===== src/rtl/contador_pkg.sv =====
// Shared types and defaults for the up/down modulo counter.
package contador_pkg;

  localparam int WIDTH_DEF     = 8;
  localparam int RESET_VAL_DEF = 0;

  typedef enum logic [1:0] {
    EV_NONE,
    EV_WRAP,
    EV_BLOCK
  } ev_t;

endpackage


===== src/rtl/contador_step.sv =====
// Combinational next-count and boundary-event logic.
module contador_step
  import contador_pkg::*;
#(
  parameter int WIDTH = WIDTH_DEF
) (
  input  logic [WIDTH-1:0] q,
  input  logic             up,
  input  logic             sat,
  input  logic [WIDTH-1:0] modulo,
  output logic [WIDTH-1:0] q_nxt,
  output ev_t              ev
);

  always_comb begin
    q_nxt = q;
    ev    = EV_NONE;
    if (up) begin
      if (q < modulo) begin
        q_nxt = q + WIDTH'(1);
      end else if (sat) begin
        q_nxt = modulo;
        ev    = EV_BLOCK;
      end else begin
        q_nxt = '0;
        ev    = EV_WRAP;
      end
    end else begin
      // A lowered modulo pulls the count back in range quietly
      if (q > modulo) begin
        q_nxt = modulo;
      end else if (q == '0) begin
        q_nxt = sat ? '0 : modulo;
        ev    = sat ? EV_BLOCK : EV_WRAP;
      end else begin
        q_nxt = q - WIDTH'(1);
      end
    end
  end

endmodule


===== src/rtl/contador_updown_mod.sv =====
// Up/down modulo counter with load, saturate/wrap, tc pulse and sticky ovf.
module contador_updown_mod
  import contador_pkg::*;
#(
  parameter int             WIDTH     = WIDTH_DEF,
  parameter logic [WIDTH-1:0] RESET_VAL = WIDTH'(RESET_VAL_DEF)
) (
  input  logic             clk,
  input  logic             clr_n,
  input  logic             en,
  input  logic             up,
  input  logic             load,
  input  logic [WIDTH-1:0] ld_val,
  input  logic [WIDTH-1:0] modulo,
  input  logic             sat,
  input  logic             ovf_clr,
  output logic [WIDTH-1:0] Q,
  output logic             tc,
  output logic             ovf
);

  logic [1:0]       rst_sync;
  logic             run;
  logic [WIDTH-1:0] q_nxt;
  logic [WIDTH-1:0] ld_min;
  ev_t              ev;
  logic             step;

  // Reset release is held off two edges before counting resumes
  always_ff @(posedge clk or negedge clr_n) begin
    if (!clr_n) rst_sync <= '0;
    else        rst_sync <= {rst_sync[0], 1'b1};
  end

  assign run    = rst_sync[1];
  assign ld_min = (ld_val > modulo) ? modulo : ld_val;
  assign step   = run && !load && en;

  contador_step #(
    .WIDTH(WIDTH)
  ) u_step (
    .q      (Q),
    .up     (up),
    .sat    (sat),
    .modulo (modulo),
    .q_nxt  (q_nxt),
    .ev     (ev)
  );

  always_ff @(posedge clk or negedge clr_n) begin
    if (!clr_n) begin
      Q  <= RESET_VAL;
      tc <= 1'b0;
    end else begin
      tc <= step && (ev == EV_WRAP);
      if (run && load) Q <= ld_min;
      else if (step)   Q <= q_nxt;
    end
  end

  // Set wins over a coincident clear
  always_ff @(posedge clk or negedge clr_n) begin
    if (!clr_n)                        ovf <= 1'b0;
    else if (step && (ev != EV_NONE))  ovf <= 1'b1;
    else if (ovf_clr)                  ovf <= 1'b0;
  end

endmodule


===== config.mk =====
export PLATFORM = sky130hd
export DESIGN_NAME = contador_updown_mod
export DESIGN_NICKNAME = d
export VERILOG_FILES = /design/src/rtl/contador_pkg.sv /design/src/rtl/contador_step.sv /design/src/rtl/contador_updown_mod.sv
export SDC_FILE = /design/constraint.sdc
export NUM_CORES = 1
export LEC_CHECK = 0
export ABC_AREA = 0
export BUFFER_PORTS_ARGS = -buffer_cell sky130_fd_sc_hd__buf_2
export CAP_MARGIN = 20
export CELL_PAD_IN_SITES_DETAIL_PLACEMENT = 0
export CELL_PAD_IN_SITES_GLOBAL_PLACEMENT = 2
export CORE_MARGIN = 2
export CORE_UTILIZATION = 35
export CTS_CLUSTER_DIAMETER = 200
export DETAILED_ROUTE_END_ITERATION = 8
export GPL_TIMING_DRIVEN = 0
export HOLD_SLACK_MARGIN = 0.08
export PLACE_DENSITY = 0.84
export SETUP_SLACK_MARGIN = 0.2
export SKIP_CTS_REPAIR_TIMING = 1
export SLEW_MARGIN = 20
export SYNTH_ARGS = -nofsm -noshare
export SYNTH_HDL_FRONTEND = slang
export SYNTH_HIERARCHICAL = 1
export SYNTH_SLANG_ARGS = --single-unit
export TNS_END_PERCENT = 5

===== constraint.sdc =====
create_clock -name clk -period 7.3 [get_ports clk]
set_input_delay 0.365 -clock clk [delete_from_list [all_inputs] [get_ports clk]]
set_output_delay 0.365 -clock clk [all_outputs]
set_load 0.05 [all_outputs]

==> metrics.md <==
| Metric | Value |
|---|---|
| Port bufs | `30` |
| Distinct cells, synth | `50` |
| Synthesized Nets | `304` |
| Die ar. | `6190 µm²` |
| Max Freq | `335 MHz` |
| Num CTS Buffers | `3` |
| Largest area contributor in the netlist | `dfrtp_1` |
| Worst path required time | `7.46 ns` |
| Syn Area/Cell | `7.45 µm²` |
| Static Leakage | `1.00 nW` |
| Most frequent cells in the layout | `a31oi_1, buf_2, nand2_1` |
| CTS Sinks | `12` |
| Placed inst area | `2190 µm²` |
| Commonest non-fill, non-tap cell in the layout | `a31oi_1` |
| Slew @ Worst Pin | `0.567 ns` |
| RePlAce Congestion | `0.867` |
| #FFs+latches synth | `12` |
| Core ar. | `5440 µm²` |
| Synthesized area | `1950 µm²` |
| Unrepaired setup endpoints after global routing | `false` |
| CTS clk-pin slew, worst paths | `0.05 ns` |
| Nets | `340` |
| Arr. time, crit path | `3.15 ns` |
| VDD IR max | `0.0000570 V` |
| Die H | `78.7 µm` |
| Status | `complete, no violations` |
| Total gr overflow | `0` |
| Area contributors post-synth | `dfrtp_1, a31oi_1, ha_1` |
| Slowest stage delay, CP | `0.57 ns` |
| Worst path bufs/invs | `2` |
| Clk Latency, worst-skew pair | `0.24 ns` |
| Maxcap violations | `0` |
| Startpoint class of the critical path | `flop` |
| Initial DRC Count | `161` |
| Largest net degree at the start of global routing | `13` |
| Seq/Total Area, Yosys | `0.154` |
| Detailed Route WL | `5640 µm` |
| Diode count | `0` |
| Synth Instances | `262` |
| CP dominant cell by count | `a31oi_1` |
| Worst-path fanout max | `10` |
| P per Cell Area | `212 nW/µm²` |
| Final hold vios | `0` |
| CTS root buf | `clkbuf_8` |
| Class of the worst hold path | `input pin to flop` |
| Clock Skews | `0.00158 ns` |
| Slew margin rel. | `0.621` |
| Drc violations | `0` |
| Critical path class | `flop to flop` |
| Synth Warn # | `6` |
| Routed Antenna Nets | `0` |
| CP endpoint kind | `flop` |
| Period utilization | `0.408` |
| Area Growth Syn to Fin | `15.6%` |
| Pre-antenna DRT Iters | `4` |
| Wire length per cell | `15.3 µm` |
| Vias in the first global route | `1978` |
| Family with the most delay on the worst path | `compound AO/OA/AOI/OAI gates` |
| Crit path cell chain | `inv_1, ha_1, nor2b_1, o211ai_2, a21oi_2, or2_1, buf_6, a31oi_1, a22oi_1, nand2_1, o21ai_0, a221oi_1, a31oi_1` |
| Initial Util | `0.359` |
| Slew Limit Fails | `0` |
| Post-detail-place hpwl | `4470 µm` |
| H-tree depth | `1` |
| Period minus WS final | `2.98 ns` |
| Global Route Usage Sum | `0.194` |
| CP max stage cell | `dfrtp_1` |
| Initial antenna violation count | `0` |
| Post-synth top area share | `0.154` |
| Dpl ws | `4.35 ns` |
| Clock Tree Buf Depth | `2` |
| # setup viols final | `0` |
| Layout cells sized above 1 | `0.199` |
| Finished Cell Area | `2260 µm²` |
| Hold slack final | `0.308 ns` |
| Vias | `2047` |
| Post-route insts no fill | `369` |
| Dpl cells | `364` |
| First-pass GRT wire length | `9830 µm` |
| Ports | `33` |
| Die width | `78.7 µm` |
| Setup ws final | `4.32 ns` |
| Routed vias/inst | `5.55` |
| Final setup TNS | `0 ns` |
| Num rows | `27` |
| CTS tree | `yes` |
-- metrics by stage --
step	total power [mW]	util
2_1_floorplan	0.334	-
3_3_place_gp	0.407	0.403
3_5_place_dp	0.404	0.403
4_1_cts	0.479	0.413
5_1_grt	0.523	0.415
6_report	0.479	0.415
-- cell type report --
| type | instances | area (µm²) |
|---|---|---|
| plain buffers | 16 | 126 |
| clock buffers | 4 | 55.1 |
| fillers | 568 | 3180 |
| inverters | 21 | 78.8 |
| multi-input cells | 213 | 1450 |
| flip-flops and latches | 12 | 300 |
| well taps | 72 | 90.1 |
| repair buffers | 31 | 160 |
-- cell usage after synthesis, drive strengths merged --
cell type and n:
ha 19, inv 21, a22oi 9, dlygate4sd3 1
o21ai 16, a21oi 15, clkbuf 8, nor4 1
conb 1, and2 2, a211oi 2, or4 1
nor3 15, o2bb2ai 1, xnor2 4, nand2 29
nor2 17, o32ai 1, nor4b 2, dfrtp 12
buf 7, xor2 7, o211ai 4, nand3 6
nor2b 4, nand4 4, a31oi 38, a211o 1
and3 2, o31ai 1, a21o 1, or2 2
a41o 1, a221oi 7
-- sequential cells by signal, indices dropped and copies added (netlist names) --
register and count:
Q 8, rst_sync 2, ovf 1, tc 1
-- power by group --
group / total [mW] / leakage [nW] / internal (mW) / switching (mW)
logic: 0.301 / 0.824 / 0.117 / 0.184
clock network: 0.0736 / 0.0288 / 0.0477 / 0.0259
registers: 0.104 / 0.153 / 0.0770 / 0.0274
total: 0.479 / 1.00 / 0.242 / 0.237
-- logic make-up after synthesis --
group,share of synthesized area
AOI/OAI and AO/OA,0.335
xor gates and xnor gates,0.0494
adders and majority gates,0.122
buffers and inverters,0.105
DFF,0.154
other,0.00192
and+or+nand+nor,0.233
-- worst paths after layout --
path                                            start  cells after the start               endpoint  slack [ns]
worst max-delay path                 Q[0]$_DFFE_PN0P_                     13       Q[0]$_DFFE_PN0P_        4.32
worst min-delay path                          ovf_clr                      2        ovf$_DFFE_PN0P_        0.31
min in group asynchronous                       clr_n                      2        ovf$_DFFE_PN0P_        0.52
max in group asynchronous                       clr_n                      2       Q[3]$_DFFE_PN0P_        6.57
worst max register to register       Q[0]$_DFFE_PN0P_                     13       Q[0]$_DFFE_PN0P_        4.32
worst min register to register  rst_sync[0]$_DFF_PN0_                      0  rst_sync[1]$_DFF_PN0_        0.35
-- routing by layer --
layer,GRT usage,share of wire
met3,0.00920,0.028
met1,0.258,0.48
met2,0.342,0.48
met4,0.0509,0.012
met5,0,0
Note: power is estimated with default switching activity, not from simulation.
